==> config.mk <==
export PLATFORM = sky130hd
export DESIGN_NAME = event_packer
export DESIGN_NICKNAME = d
export VERILOG_FILES = /design/src/rtl/event_packer.sv
export SDC_FILE = /design/constraint.sdc
export NUM_CORES = 1
export LEC_CHECK = 0
export ABC_AREA = 1
export ABC_CLOCK_PERIOD_IN_PS = 3700
export CAP_MARGIN = 15
export CORE_UTILIZATION = 50
export DETAILED_ROUTE_END_ITERATION = 8
export GPL_ROUTABILITY_DRIVEN = 0
export PLACE_DENSITY = 0.7
export SYNTH_ARGS = -nofsm -noshare
export SYNTH_HDL_FRONTEND = slang
export SYNTH_SLANG_ARGS = --single-unit
==> constraint.sdc <==
create_clock -name clk -period 3.7 [get_ports clk]
set_input_delay 0.37 -clock clk [delete_from_list [all_inputs] [get_ports clk]]
set_output_delay 0.37 -clock clk [all_outputs]
set_load 0.005 [all_outputs]
==> src/rtl/event_packer.sv <==
// Event packer: turns per-unit event-code changes into timestamped 32-bit records.
// The records are queued in a first-word-fall-through FIFO, and unit arbitration is round-robin.
module event_packer #(
  parameter int NUM_UNITS  = 4,
  parameter int TS_WIDTH   = 24,
  parameter int FIFO_DEPTH = 8
) (
  input  logic                          clk,
  input  logic                          rst_n,
  input  logic                          sample_in_valid,
  input  logic [2*NUM_UNITS-1:0]        event_in,
  input  logic                          out_ready,
  output logic                          out_valid,
  output logic [31:0]                   out_data,
  output logic [$clog2(FIFO_DEPTH):0]   fifo_count,
  output logic                          overflow,
  output logic [7:0]                    drop_count
);

  localparam int UNIT_W = (NUM_UNITS > 1) ? $clog2(NUM_UNITS) : 1;
  localparam int PTR_W  = $clog2(FIFO_DEPTH);
  localparam int CNT_W  = $clog2(FIFO_DEPTH) + 1;

  logic [TS_WIDTH-1:0] ts;
  logic [1:0]          prev      [NUM_UNITS];
  logic [1:0]          pend_code [NUM_UNITS];
  logic [TS_WIDTH-1:0] pend_ts   [NUM_UNITS];
  logic [NUM_UNITS-1:0] pending;
  logic [UNIT_W-1:0]   rr;

  logic [31:0]         mem [FIFO_DEPTH];
  logic [PTR_W-1:0]    wr_ptr, rd_ptr;

  logic [NUM_UNITS-1:0] detect, granted, drop;
  logic                 hi_any, lo_any;
  logic [UNIT_W-1:0]    hi_idx, lo_idx, grant_idx, rr_next;
  logic                 full, push, pop;
  logic [31:0]          grant_rec;
  logic [8:0]           n_drop, drop_sum;

  // NOTE: every always_comb output gets a default first, so no path leaves it unassigned (no latch).
  always_comb begin
    detect = '0;
    for (int u = 0; u < NUM_UNITS; u++) begin
      detect[u] = (event_in[2*u +: 2] != 2'b00) && (event_in[2*u +: 2] != prev[u]);
    end
  end

  // The descending scan leaves the lowest pending unit, overall and at/after rr.
  always_comb begin
    hi_any = 1'b0;
    lo_any = 1'b0;
    hi_idx = '0;
    lo_idx = '0;
    for (int u = NUM_UNITS - 1; u >= 0; u--) begin
      if (pending[u]) begin
        lo_any = 1'b1;
        lo_idx = UNIT_W'(u);
        if (UNIT_W'(u) >= rr) begin
          hi_any = 1'b1;
          hi_idx = UNIT_W'(u);
        end
      end
    end
  end

  assign full      = (fifo_count == CNT_W'(FIFO_DEPTH));
  assign push      = lo_any && !full;
  assign grant_idx = hi_any ? hi_idx : lo_idx;
  assign rr_next   = (grant_idx == UNIT_W'(NUM_UNITS - 1)) ? '0 : grant_idx + UNIT_W'(1);
  assign grant_rec = {24'(pend_ts[grant_idx]), 4'(grant_idx), 2'b00, pend_code[grant_idx]};

  assign out_valid = (fifo_count != '0);
  assign pop       = out_valid && out_ready;
  assign out_data  = out_valid ? mem[rd_ptr] : 32'h0;

  always_comb begin
    granted = '0;
    drop    = '0;
    n_drop  = '0;
    for (int u = 0; u < NUM_UNITS; u++) begin
      granted[u] = push && (grant_idx == UNIT_W'(u));
      drop[u]    = detect[u] && pending[u] && !granted[u];
      if (drop[u]) n_drop = n_drop + 9'd1;
    end
    drop_sum = {1'b0, drop_count} + n_drop;
  end

  // NOTE: sequential state uses non-blocking assignments so all flops update from start-of-cycle values.
  always_ff @(posedge clk or negedge rst_n) begin
    if (!rst_n) begin
      ts         <= '0;
      rr         <= '0;
      pending    <= '0;
      wr_ptr     <= '0;
      rd_ptr     <= '0;
      fifo_count <= '0;
      overflow   <= 1'b0;
      drop_count <= '0;
      for (int u = 0; u < NUM_UNITS; u++) begin
        prev[u]      <= 2'b00;
        pend_code[u] <= 2'b00;
        pend_ts[u]   <= '0;
      end
    end else begin
      if (sample_in_valid) ts <= ts + TS_WIDTH'(1);
      for (int u = 0; u < NUM_UNITS; u++) begin
        prev[u] <= event_in[2*u +: 2];
        if (detect[u]) begin
          pending[u]   <= 1'b1;
          pend_code[u] <= event_in[2*u +: 2];
          pend_ts[u]   <= ts;
        end else if (granted[u]) begin
          pending[u] <= 1'b0;
        end
      end
      if (push) begin
        wr_ptr <= wr_ptr + PTR_W'(1);
        rr     <= rr_next;
      end
      if (pop) rd_ptr <= rd_ptr + PTR_W'(1);
      case ({push, pop})
        2'b10:   fifo_count <= fifo_count + CNT_W'(1);
        2'b01:   fifo_count <= fifo_count - CNT_W'(1);
        default: fifo_count <= fifo_count;
      endcase
      if (|drop) begin
        overflow   <= 1'b1;
        drop_count <= (drop_sum > 9'd255) ? 8'hFF : drop_sum[7:0];
      end
    end
  end

  // NOTE: record storage has no reset; emptiness is tracked by fifo_count and out_data is gated by it.
  always_ff @(posedge clk) begin
    if (push) mem[wr_ptr] <= grant_rec;
  end

endmodule

### After elaboration in Yosys (flattened, before gate mapping)

Memory sizes are Yosys's and may differ from the RTL's.
Cells that the tools add are included.

* bits in registers: 161
* bits in latches: 0
* memory bits (writable): 224
* memory bits (read-only): 0
* bits of input ports: 12
* output and inout bits: 46
* word-level logic and storage cells: 135
* memories kept: 1

* add/subtract/negate cells: 10
* $mul: 0
* divide/modulo/power cells: 0
* magnitude comparators: 6
* equal/unequal tests: 10
* shifts and indexed selects: 0
* multiplexer cells: 49
* bitwise logic cells: 1
* reduce and logical (&&, ||, !) cells: 35

Memories
* mem: depth 8, bits a word 28, read ports 1, clocked after memory_dff 0, write ports 1, RTL line 31 `logic [31:0] mem [FIFO_DEPTH];`

Operators by type and width (count)
* $bmux W24 S2: 1
* $mux W24: 2
* $mux W2: 16
* $mux W32: 1
* $add A9 B1 Y9 const B: 3
* $mux W9: 3
* $add A24 B1 Y24 const B: 1
* $mux W1: 23
* $logic_and A1 B1 Y1: 18
* $reduce_bool A2 Y1: 9
* $add A8 B9 Y9: 1
* $gt A9 B8 Y1 const B: 1
* $mux W8: 1
* $ne A2 B2 Y1: 4
* $pmux W4 S2: 1
* $add A3 B1 Y3 const B: 2
* $eq A2 B2 Y1 const B: 3
* $logic_not A1 Y1: 5
* $add A4 B1 Y4 const B: 1
* $bmux W2 S2: 1
* $eq A2 B1 Y1 const B: 2
* $eq A4 B4 Y1 const B: 1
* $ge A1 B2 Y1 const A: 2
* $ge A2 B2 Y1 const A: 2
* other kinds (7): 7

### Logic depth before layout (Yosys ltp)

Gate-level depths: netlist of the first run.

* word-level depth: 24
* depth in mapped cells: 31
* gate-level depth less buffers: 30

### Least setup slack after synthesis of the first run

No wires, ideal clock.

* kind: register -> register
* from: register pending[2]
* to: register drop_count[6]
* library setup time: 0.065 ns
* arrival time: 3.678 ns
* required time: 3.635 ns
* path slack: -0.043 ns
* stages on the path, launching flop included: 28
* path buffers: 1
* period minus slack after synthesis: 3.743 ns
* cell sequence: dfrtp_1 -> a21oi_1 -> nand3_2 -> nand2_4 -> buf_4 -> inv_2 -> ha_1 -> nand3_1 -> nand3_2 -> inv_1 -> ha_1 -> inv_1 -> nand2_1 -> nand2_1 -> inv_1 -> ha_1 -> or2_1 -> nand2_1 -> fa_1 -> inv_1 -> nand3_1 -> nand2_1 -> nand2_1 -> nor2_1 -> nand2_1 -> o21ai_0 -> o21ai_1 -> nand2_1

* longest elaborated chain between the ends: 20
* elaborated cells between the ends (all ways): 46
* those cells by class: add/sub (4); order compare (1); eq/ne (3); mux (22); reduce/logical (16)

RTL lines
* start, declared: RTL line 28 `logic [NUM_UNITS-1:0] pending;`
* start signal, assigned: RTL line 94 `pending <= '0;`
* start signal, assigned by index: RTL line 110 `pending[u] <= 1'b1;`
* start signal, assigned by index: RTL line 114 `pending[u] <= 1'b0;`
* $mux W2 / $mux W1 (equally long branches): RTL line 56 `if (pending[u]) begin`
* $mux W2 / $mux W1 (equally long branches): RTL line 59 `if (UNIT_W'(u) >= rr) begin`
* $mux W2 / $mux W1 (equally long branches): RTL line 56
* $mux W2 / $mux W1 (equally long branches): RTL line 59
* $mux W2 / $mux W1 (equally long branches): RTL line 56
* $mux W2 (*): RTL line 69 `assign grant_idx = hi_any ? hi_idx : lo_idx;`
* named net grant_idx[0]: RTL line 36 `logic [UNIT_W-1:0] hi_idx, lo_idx, grant_idx, rr_next;`
* $logic_not A2 Y1: RTL line 82 `granted[u] = push && (grant_idx == UNIT_W'(u));`
* (+5 left out)
* $mux W9: RTL line 84 `if (drop[u]) n_drop = n_drop + 9'd1;`
* $add A9 B1 Y9: RTL line 84
* $mux W9: RTL line 84
* $add A9 B1 Y9: RTL line 84
* $mux W9: RTL line 84
* $add A8 B9 Y9: RTL line 86 `drop_sum = {1'b0, drop_count} + n_drop;`
* $gt A9 B8 Y1: RTL line 129 `drop_count <= (drop_sum > 9'd255) ? 8'hFF : drop_sum[7:0];`
* $mux W8: RTL line 129
* end signal, assigned: RTL line 129
* end, declared: RTL line 17 `output logic [7:0] drop_count`

Mark *: on every way through the listed nets, which the timed path passes. The rest lies on a longest branch.
A chain may end at the register's enable or synchronous reset.

### Final worst setup path of the first run

* from: register pending[1]
* to: register drop_count[6]

* longest elaborated chain between the ends: 18
* elaborated cells between the ends (all ways): 40
* those cells by class: add/sub (4); order compare (1); eq/ne (3); mux (16); reduce/logical (16)

RTL lines
* $mux W2 / $mux W1 (equally long branches): RTL line 56
* $mux W2 / $mux W1 (equally long branches): RTL line 59
* $mux W2 / $mux W1 (equally long branches): RTL line 56
* $mux W2 (*): RTL line 69
* named net grant_idx[0]: RTL line 36
* $logic_not A2 Y1: RTL line 82
* $logic_and A1 B1 Y1: RTL line 82
* $logic_not A1 Y1: RTL line 83 `drop[u] = detect[u] && pending[u] && !granted[u];`
* (+3 left out)
* $mux W9: RTL line 84
* $add A9 B1 Y9: RTL line 84
* $mux W9: RTL line 84
* $add A9 B1 Y9: RTL line 84
* $mux W9: RTL line 84
* $add A8 B9 Y9: RTL line 86
* $gt A9 B8 Y1: RTL line 129
* $mux W8: RTL line 129

Marked as above.

==> reports/metrics.yaml, run 1 <==
run_status:
  status: "finished, final reports clean"
yosys:
  synth_cells: 1772
  synth_mux_area_share_pct: 0
  avgSynthCellArea_um2: 9.70
  synth_xor_area_share_pct: 1.32
  synth_top_area_cell: "edfxtp_1"
  ys_warn_count: 0
  synth_top_area_share_pct: 39.1
  synth_cell_types: 36
  synth-simple-area-share_pct: 18.6
  synth_compound_area_share_pct: 9.44
  synth_area_leaders: "edfxtp_1 (39%), dfrtp_1 (23%), nand2_1 (7.2%)"
  synth_seq_cells: 385
  yosysSeqAreaShare_pct: 62.5
  synth_top_family_by_area: "simple AND/OR/NAND/NOR gates"
  synthesis.area_mm2: 0.0172
  synthAdderAreaFrac_pct: 1.40
die:
  die_height_um: 187
  core_region_area_mm2: 0.0337
  fp.dieW_um: 187
  die-area_mm2: 0.0351
  num_rows: 67
  initial_core_util_pct: 51.0
  io_pins: 58
sta:
  setup_viol: 0
  relSlewSlack_pct: 39.6
  tightest_slew_ns: 0.906
  max_freq_mhz: 288
  skew_ns: 0.0124
  tns_ns: 0
  timing.final.crit_share_pct: 94.0
  finalWorstSetupSlack_ns: 0.224
  slew_viol_final: 0
  hold_viol: 0
  fin_crit_ns: 3.48
  hold_slack_ns: 0.378
worst_setup_path:
  critical_path_class: "flip-flop to flip-flop"
  r2r_slack_ns: 0.22
  worstPathRequired_ns: 4.16
  cp_max_fo: 8
  slowest_delay_ns: 0.44
  cp_slowest_cell: "dfrtp_2"
  critPathLaunchType: "flip-flop"
  arrival_ns: 3.94
  cp_common_cell: "nand2_1"
  critPathCaptureType: "flip-flop"
global_routing:
  grt_max_degree: 114
  grt_use_total_pct: 21.6
  grt_util_met1_pct: 30.2
  antenna_found_initial: 0
  met3_usage_pct: 2.63
  grt-ovfl-total: 0
  busiest_layer: "met2"
  grt_pass1_vias: 11600
  grt_first_pass_wirelength_mm: 60.8
  grtUsageMet2_pct: 35.9
place:
  placed_area_mm2: 0.0181
  place_ws_ns: 0.0390
  dpl.hpwl_mm: 21.6
  port_buffers: 53
drt:
  ant_nets: 0
  drt_wl_total_mm: 37.4
  dr.pass1.iters: 7
  drc: 0
  drt-initial-drc-count: 1125
  via_count: 12200
  avgRoutedWirePerCell_um: 16.4
  drt-vias-per-instance: 5.35
power:
  power.switching_w: 0.00730
  p_per_area_mw_per_mm2: 994
  seqPwrFrac_pct: 38.9
  pwr-share-comb_pct: 41.1
  p_clk_share_pct: 20.0
  power_leakage_nw: 8.08
  ir_drop_mv: 0.582
  netSwitchingFraction_pct: 37.7
  p_int_w: 0.0121
  power_w: 0.0194
clocking:
  cts_buffer_depth: 3
  clock_latency_ns: 0.52
  numCtsBuffers: 40
  cts_tree: "done"
  htreeDepth: 2
  cts.sinks: 385
  clkTransAtPathRegs_ns: 0.06
  cts_root_buf: "clkbuf_16"
flow_run:
  cap_violations: 0
cells_and_area:
  num_antenna_cells: 0
  finalNetCount: 1832
  syn_to_final_growth_pct: 13.4
  layout-drive-gt1-share_pct: 8.42
  fin_area_mm2: 0.0195
min_path:
  hp-class: "primary input to flip-flop"
## cell families after synthesis
logic type,Yosys count
and+or+nand+nor,764
AOI/OAI and AO/OA,302
buffers and inverters,276
adders and majority gates,18
xor gates and xnor gates,26
DFF,385
other,1
## cell usage after synthesis, drive strengths merged
cell    count
fa          2
nand3b      2
o21a        1
o21bai      1
clkbuf     47
buf        62
o32ai      28
edfxtp    224
or2         2
nor2      266
dfrtp     161
nor3        6
ha         16
xor2       14
a21oi       5
o21ai     266
a21boi      1
nand4       6
inv       166
conb        1
clkinv      1
nand2     345
nand3     137
xnor2      12
## worst max-delay path: cells and delay by family (launching register included)
kind            cells  cell delay [ns]
fa+ha+maj           4             1.02
flops               1             0.44
simple gates       15             1.30
buf+inv             6             0.39
compound gates      3             0.25
## stage by stage
step	util, %	instances
6_report	57.9	2278
4_1_cts	57.6	2274
3_5_place_dp	53.8	2203
3_3_place_gp	53.8	2203
5_1_grt	57.9	2278
2_1_floorplan	-	1776
## power by group through the flow
stage	clock (W)	sequential (W)	combinational, W
finish	0.00388	0.00755	0.00796
global route	0.00412	0.00768	0.00890
CTS	0.00395	0.00754	0.00792
detailed placement	0	0.00761	0.00788
global placement	0	0.00757	0.00767
floorplan	0	0.00740	0.00513
## layout make-up
class | instances | area (um2)
flip-flops and latches | 385 | 10800
clock buffers | 56 | 1160
repair buffers | 93 | 901
multi-input cells | 1115 | 5370
well taps | 448 | 561
inverters | 167 | 628
fillers | 2780 | 14200
clock inverters | 14 | 111
## final timing paths
| kind | end | cells after the start | from |
|---|---|---|---|
| worst max-delay path | drop_count[6] | 28 | pending[1] |
| worst min-delay path | prev[5] | 1 | event_in[3] |
| worst max register to register | drop_count[6] | 28 | pending[1] |
| worst min register to register | overflow | 2 | overflow |
| max in group asynchronous | pend_ts[11] | 3 | rst_n |
| min in group asynchronous | drop_count[5] | 2 | rst_n |
## layer usage
layer,routed length [um],vias up
met3,1900,64
met4,711,0
met2,17800,315
met1,17000,5914
li1,-,5905
met5,0,-
## placed cells by master (no fill, tap or decap), drive strengths merged, types with 6 or more instances in the layout
cell,synthesis,layout
clkdlybuf4s50,0,52
clkbuf,47,56
nand3,137,137
clkinv,1,13
inv,166,165
nand2,345,345
xnor2,12,12
nand4,6,6
ha,16,16
nor2,266,266
xor2,14,14
buf,62,40
nor3,6,6
dfrtp,161,161
o32ai,28,28
edfxtp,224,224
o21ai,266,266
## flip-flops by register name, summed over array words and instances, names as in the netlist
name,count
pend_code,8
wr_ptr,3
pend_ts,96
rr,2
mem,224
pending,4
fifo_count,4
drop_count,8
prev,8
ts,24
rd_ptr,3
overflow,1
## timing repair
item | in CTS | in global routing
buffers inserted | 0 | 4
endpoints found under the hold margin | 14 | 0
resized for setup | 0 | 14
endpoints found under the setup margin | 0 | 8
hold buffers | 1 | 0
(Power assumes the default switching activity.)
==> run 2: changes to the inputs <==
--- a/config.mk
+++ b/config.mk
@@ -11,6 +11,7 @@
 export CORE_UTILIZATION = 50
 export DETAILED_ROUTE_END_ITERATION = 8
 export GPL_ROUTABILITY_DRIVEN = 0
+export HOLD_SLACK_MARGIN = 0.03
 export PLACE_DENSITY = 0.7
 export SYNTH_ARGS = -nofsm -noshare
 export SYNTH_HDL_FRONTEND = slang
==> constraint.sdc (replaced) <==
create_clock -name clk -period 3.7 [get_ports clk]
set_input_delay 0.555 -clock clk [delete_from_list [all_inputs] [get_ports clk]]
set_output_delay 0.555 -clock clk [all_outputs]
set_load 0.005 [all_outputs]
==> reports/metrics.yaml, run 2 (synthesis gave the netlist of run 1 again) <==
run_status:
  status: "finished, final reports clean"
worst_setup_path:
  critPathCaptureType: "flip-flop"
  worstPathRequired_ns: 4.18  # +0.02 ns
  critical_path_class: "flip-flop to flip-flop"
  cp_top_family: "simple AND/OR/NAND/NOR gates"
  arrival_ns: 3.94  # about the same
  slowest_delay_ns: 0.41  # -0.03 ns
  cp_num_buf_inv: 5  # -1
  cp_max_fo: 8  # unchanged
  critPathLaunchType: "flip-flop"
  cp_common_cell: "nand2_1"
  cp_slowest_cell: "dfrtp_1"
place:
  dpl.hpwl_mm: 22.2  # +2.7%
  port_buffers: 53  # unchanged
  placed_area_mm2: 0.0182  # +0.12%
die:
  initial_core_util_pct: 51.0  # unchanged
  core_region_area_mm2: 0.0337  # unchanged
  num_rows: 67  # unchanged
  die_height_um: 187  # unchanged
  fp.dieW_um: 187  # unchanged
  io_pins: 58  # unchanged
  die-area_mm2: 0.0351  # unchanged
clocking:
  cts_tree: "done"
  clock_latency_ns: 0.55  # +0.03 ns
  clkTransAtPathRegs_ns: 0.06  # about the same
  numCtsBuffers: 40  # unchanged
  htreeDepth: 2  # unchanged
  cts_buffer_depth: 3  # unchanged
  cts_hold_buffers: 0  # -1
  cts_root_buf: "clkbuf_16"
  cts.sinks: 385  # unchanged
drt:
  avgRoutedWirePerCell_um: 16.4  # +0.10%
  drt-initial-drc-count: 999  # -11%
  drt-vias-per-instance: 5.35  # about the same
  drt_wl_total_mm: 37.6  # +0.45%
  drc: 0  # unchanged
  dr.pass1.iters: 6  # -1
  via_count: 12200  # +0.33%
  ant_nets: 0  # unchanged
cells_and_area:
  top_register: "mem"
  mostFrequentLayoutCells: "nand2_1 (326), nor2_1 (250), edfxtp_1 (224)"
  fillers: 2864  # +3.0%
  layout-drive-gt1-share_pct: 8.81  # +0.40 points
  reg_top3: "mem: 224 flops, pend_ts: 96 flops, ts: 24 flops"
  largest_reg_flops: 224  # unchanged
  num_antenna_cells: 0  # unchanged
  finalNetCount: 1837  # +0.27%
  fin_area_mm2: 0.0195  # +0.18%
  final_util_pct: 58.0  # +0.10 points
  syn_to_final_growth_pct: 13.6
  final_common_cell: "nand2_1"
sta:
  skew_ns: 0.0191  # +0.00674 ns
  timing.final.crit_share_pct: 93.7  # -0.29 points
  setup_viol: 0  # unchanged
  tightest_slew_ns: 0.799  # -0.107 ns
  hold_viol: 0  # unchanged
  slew_viol_final: 0  # unchanged
  max_freq_mhz: 289  # +0.31%
  relSlewSlack_pct: 46.6  # +7.0 points
  fin_crit_ns: 3.47  # -0.0107 ns
global_routing:
  grt_first_pass_wirelength_mm: 61.9  # +1.7%
  grt_pass1_vias: 12000  # +2.9%
  grt-ovfl-total: 0  # unchanged
  antenna_found_initial: 0  # unchanged
  grt_max_degree: 87  # -24%
  grt_use_total_pct: 21.9  # +0.29 points
power:
  power_w: 0.0195  # +0.33%
  p_per_area_mw_per_mm2: 996  # +0.15%
  ir_drop_mv: 0.524  # -10%
  power_leakage_nw: 8.10  # +0.29%
flow_run:
  cap_violations: 0  # unchanged
min_path:
  hp-class: "primary input to asynchronous set/reset pin"
## run 2: changes by cell type in the layout (fill, tap and decap cells not counted), moves of 2 or more
cell	change
bufinv_16	+2
clkbuf_1	+2
nor2_2	-2
buf_12	-3
clkbuf_8	-5
buf_4	+9
clkbuf_16	-2
nand2_1	-2
## run 2: layout make-up
cell class                      count  area, um2  share of cell area (%)
Clock inverter                     22        238                    1.22
Sequential cell                   385      10800                    55.1
Inverter                          167        628                    3.22
Tap cell                          448        561                    2.87
Timing Repair Buffer               98        902                    4.62
Clock buffer                       51       1050                    5.39
Multi-Input combinational cell   1115       5390                    27.6
## run 2: per-layer routing
metal / vias up / GRT usage (%) / routed length, um
met5: - / 0 / 0
met4: 0 / 5.97 / 731
met3: 53 / 2.83 / 2080
met2: 329 / 36.6 / 18000
met1: 5919 / 30.2 / 16800
li1: 5937 / - / -
## run 2: stage by stage
step / TNS, ns / worst slack, ns / std cells / hold slack, ns
6_report: 0 / 0.235 / 2286 / 0.0558
2_1_floorplan: 0 / 0.0177 / 1776 / 0.259
4_1_cts: 0 / 0.0345 / 2284 / 0.0985
5_1_grt: -0.175 / -0.0685 / 2286 / 0.132
3_3_place_gp: 0 / 0.0652 / 2211 / 0.461
3_5_place_dp: -0.0398 / -0.0291 / 2211 / 0.457
## run 2: path summary, 6_finish.rpt
| kind | from | to | slack, ns | depth (start not counted) |
|---|---|---|---|---|
| min in group clk | overflow | overflow | 0.48 | 2 |
| worst min register to register | overflow | overflow | 0.48 | 2 |
| worst max-delay path | rr[1] | drop_count[6] | 0.23 | 26 |
| worst max register to register | rr[1] | drop_count[6] | 0.23 | 26 |
| max in group asynchronous | rst_n | ts[14] | 2.69 | 2 |
| worst min-delay path | rst_n | drop_count[6] | 0.06 | 1 |
## run 2: worst register-to-register path, cell delays in order, from the launching register on
cell,delay (ns)
dfrtp_1,0.41
buf_4,0.15
nor2_1,0.11
o21a_2,0.17
nand2_4,0.08
ha_1,0.20
nand3_1,0.11
nand3_2,0.09
inv_1,0.11
ha_4,0.22
inv_1,0.05
nand2_1,0.06
nand2_1,0.08
inv_1,0.05
ha_1,0.27
or2_1,0.10
nand2_1,0.06
fa_2,0.34
inv_1,0.06
nand3_1,0.07
nand2_2,0.07
nand2_1,0.08
nor2_4,0.16
nand2_4,0.09
o21ai_0,0.08
o21ai_1,0.08
nand2_1,0.06
## run 2: where the power goes
group          switching (W)  internal (W)  leakage, nW
sequential          0.000583       0.00698         4.15
clock                0.00164       0.00231        0.620
combinational        0.00517       0.00277         3.34
total                0.00739        0.0121         8.10
## run 2: timing repair
| item | 4_1_cts | 5_1_grt |
|---|---|---|
| resized for setup | 0 | 18 |
| endpoints found under the setup margin | 0 | 8 |
| buffers inserted | 0 | 2 |
==> RTL change, RTL diff (settings of run 2) <==
The parameter `TS_WIDTH` goes from 24 to 48.
--- a/src/rtl/event_packer.sv
+++ b/src/rtl/event_packer.sv
@@ -2,7 +2,7 @@
 // The records are queued in a first-word-fall-through FIFO, and unit arbitration is round-robin.
 module event_packer #(
   parameter int NUM_UNITS  = 4,
-  parameter int TS_WIDTH   = 24,
+  parameter int TS_WIDTH   = 48,
   parameter int FIFO_DEPTH = 8
 ) (
   input  logic                          clk,
Formal check against the unedited RTL: same outputs for any inputs over 4 cycles, from zero or initial values and one cycle with rst_n low; that may be too few to reach the edited logic, so the function may still have changed.
==> RTL change against run 2 <==
  * Design area is 3.4% lower
  * Count of clock-buffer cells in the layout is 11 higher
  * Area after synthesis down 5.3%
  * Total power is 6.9% lower
  * Setup slack worse by 0.068 ns
  * Worst hold slack better by 0.014 ns
  * Sequential cell count did not move
  * Wire length rose by 0.45%
  * Critical path type is now flip-flop to output pin
  * Critical endpoint is now out_data[4]
  * Largest cell class unchanged
  * Largest power group is now sequential cells
==> RTL change: results (changes against run 2) <==
<table>
<tr><th>Metric</th><th>Value</th></tr>
<tr><th colspan="2">Status</th></tr>
<tr><td>Run status</td><td>finished, final reports clean</td></tr>
<tr><th colspan="2">Global route</th></tr>
<tr><td>Global-route total usage across every layer</td><td>0.2326 (+0.01357)</td></tr>
<tr><td>Initial antenna violation count</td><td>0 (unchanged)</td></tr>
<tr><td>Maximum number of pins on one net before global-route repair</td><td>114 (+31%)</td></tr>
<tr><td>Wire length of the first global-routing pass</td><td>59.72 mm (-3.4%)</td></tr>
<tr><th colspan="2">STA</th></tr>
<tr><td>Worst relative slew slack</td><td>0.3107 (-0.1555)</td></tr>
<tr><td>Setup TNS after final layout</td><td>0 ns (unchanged)</td></tr>
<tr><td>Clk_skew</td><td>0.02020 ns (+0.001066 ns)</td></tr>
<tr><th colspan="2">Critical path</th></tr>
<tr><td>Slowest Stage Delay on Critical Path</td><td>0.70 ns (+0.29 ns)</td></tr>
<tr><td>Critical path fanouts, max</td><td>57 (+49)</td></tr>
<tr><td>Critical path launch point</td><td>rd_ptr[0]</td></tr>
<tr><td>Slowest cell on the critical path</td><td>dfrtp_4</td></tr>
<tr><th colspan="2">Logic synthesis</th></tr>
<tr><td>Largest cells by area after synthesis</td><td>edfxtp_1, dfrtp_1, o21ai_0</td></tr>
<tr><td>Number of library cell types mapped by synthesis</td><td>42 (+17%)</td></tr>
<tr><td>Count of warnings emitted by yosys</td><td>0 (unchanged)</td></tr>
<tr><td>Sequential cell area fraction in the yosys report</td><td>0.6605 (+0.03504)</td></tr>
<tr><td>Cell types with the highest counts after synthesis</td><td>nand2_1, o21ai_0, edfxtp_1, nor2_1, dfrtp_1</td></tr>
<tr><td>Most frequently used flop master after synthesis</td><td>edfxtp_1</td></tr>
<tr><th colspan="2">Clock network</th></tr>
<tr><td>Clock Tree Buf Depth</td><td>3 (unchanged)</td></tr>
<tr><th colspan="2">Finish</th></tr>
<tr><td>Final layout net count</td><td>1644 (-11%)</td></tr>
<tr><td>Ratio of cells with drive above 1 in the final layout</td><td>0.1135 (+0.02533)</td></tr>
<tr><th colspan="2">Drt</th></tr>
<tr><td>DR pass1 iterations</td><td>5 (-1)</td></tr>
<tr><td>Wire length per cell after detailed routing</td><td>18.11 um (+10%)</td></tr>
<tr><td>Via-per-instance ratio</td><td>5.421 (+1.3%)</td></tr>
<tr><td>Starting DRT DRC Count</td><td>1030 (+3.1%)</td></tr>
<tr><th colspan="2">Placement</th></tr>
<tr><td>Worst setup slack before clock tree synthesis</td><td>-0.3490 ns (-0.3198 ns)</td></tr>
<tr><td>Sum of net half-perimeters after detailed placement</td><td>22.13 mm (-0.19%)</td></tr>
<tr><th colspan="2">Power and ir drop</th></tr>
<tr><td>Worst ir drop on vdd</td><td>453.9 uV (-13%)</td></tr>
<tr><td>Leak pwr</td><td>0.007615 uW (-6.0%)</td></tr>
</table>
==> RTL change: layout make-up <==
class	count	area, um^2
fill	2625	12930
sequential	385	10760
multi-input combinational	977	4872
clock buffer	62	1204
timing repair buffer	108	1007
tap	435	544.3
inverter	106	405.4
clock inverter	10	68.82
antenna	2	5.005
==> RTL change: worst paths after layout <==
| path | end | slack, ns | cells after the start |
|---|---|---|---|
| worst max-delay path | out_data[4] | 0.17 | 7 |
| max in group asynchronous | drop_count[7] | 2.83 | 2 |
| worst min-delay path | pend_ts[147] | 0.07 | 1 |
| worst max register to register | drop_count[5] | 0.23 | 28 |
| min in group clk | pend_ts[53] | 0.47 | 2 |
| worst min register to register | pend_ts[53] | 0.47 | 2 |
==> RTL change: critical path, delay by kind of cell, from the launching register on <==
kind / cells / cell delay (ns)
AOI/OAI and AO/OA: 4 / 0.67
DFF: 1 / 0.70
buffers and inverters: 3 / 1.03
==> RTL change: per-stage QoR <==
stage	instances	instance area [um^2]
global route	2083	18860
detailed placement	2003	17450
finish	2085	18870
global placement	2003	17450
floorplan	1545	16300
CTS	2075	18720
==> RTL change: metal layers <==
| metal | routed length (um) | track usage | part of all wire | vias up |
|---|---|---|---|---|
| met4 | 748 | 0.06218 | 0.020 | 0 |
| li1 | - | - | - | 5387 |
| met1 | 16430 | 0.3213 | 0.44 | 5540 |
| met2 | 18530 | 0.3887 | 0.49 | 328 |
| met5 | 0 | 0 | 0 | - |
| met3 | 2044 | 0.03093 | 0.054 | 48 |
==> RTL change: timing repair <==
action,CTS,global route
resized for setup,0,19
setup buffers,0,7
setup endpoints to repair,0,17
==> RTL change: logic make-up (layout without fill, tap and decap cells) <==
logic type,after synthesis,after routing,synth area share
simple gates,586,586,0.1522
flops,385,385,0.6605
compound gates,340,340,0.1125
buf+inv,183,286,0.04564
xor+xnor,32,32,0.01721
fa+ha+maj,14,14,0.01168
other cells,1,7,0.0002303
==> RTL change: report_power, final <==
part	leakage, uW	switching (uW)	total [uW]	internal [uW]
logic	0.00295	4590	7100	2510
registers	0.00404	576	7160	6580
clock network	0.000624	1610	3850	2240
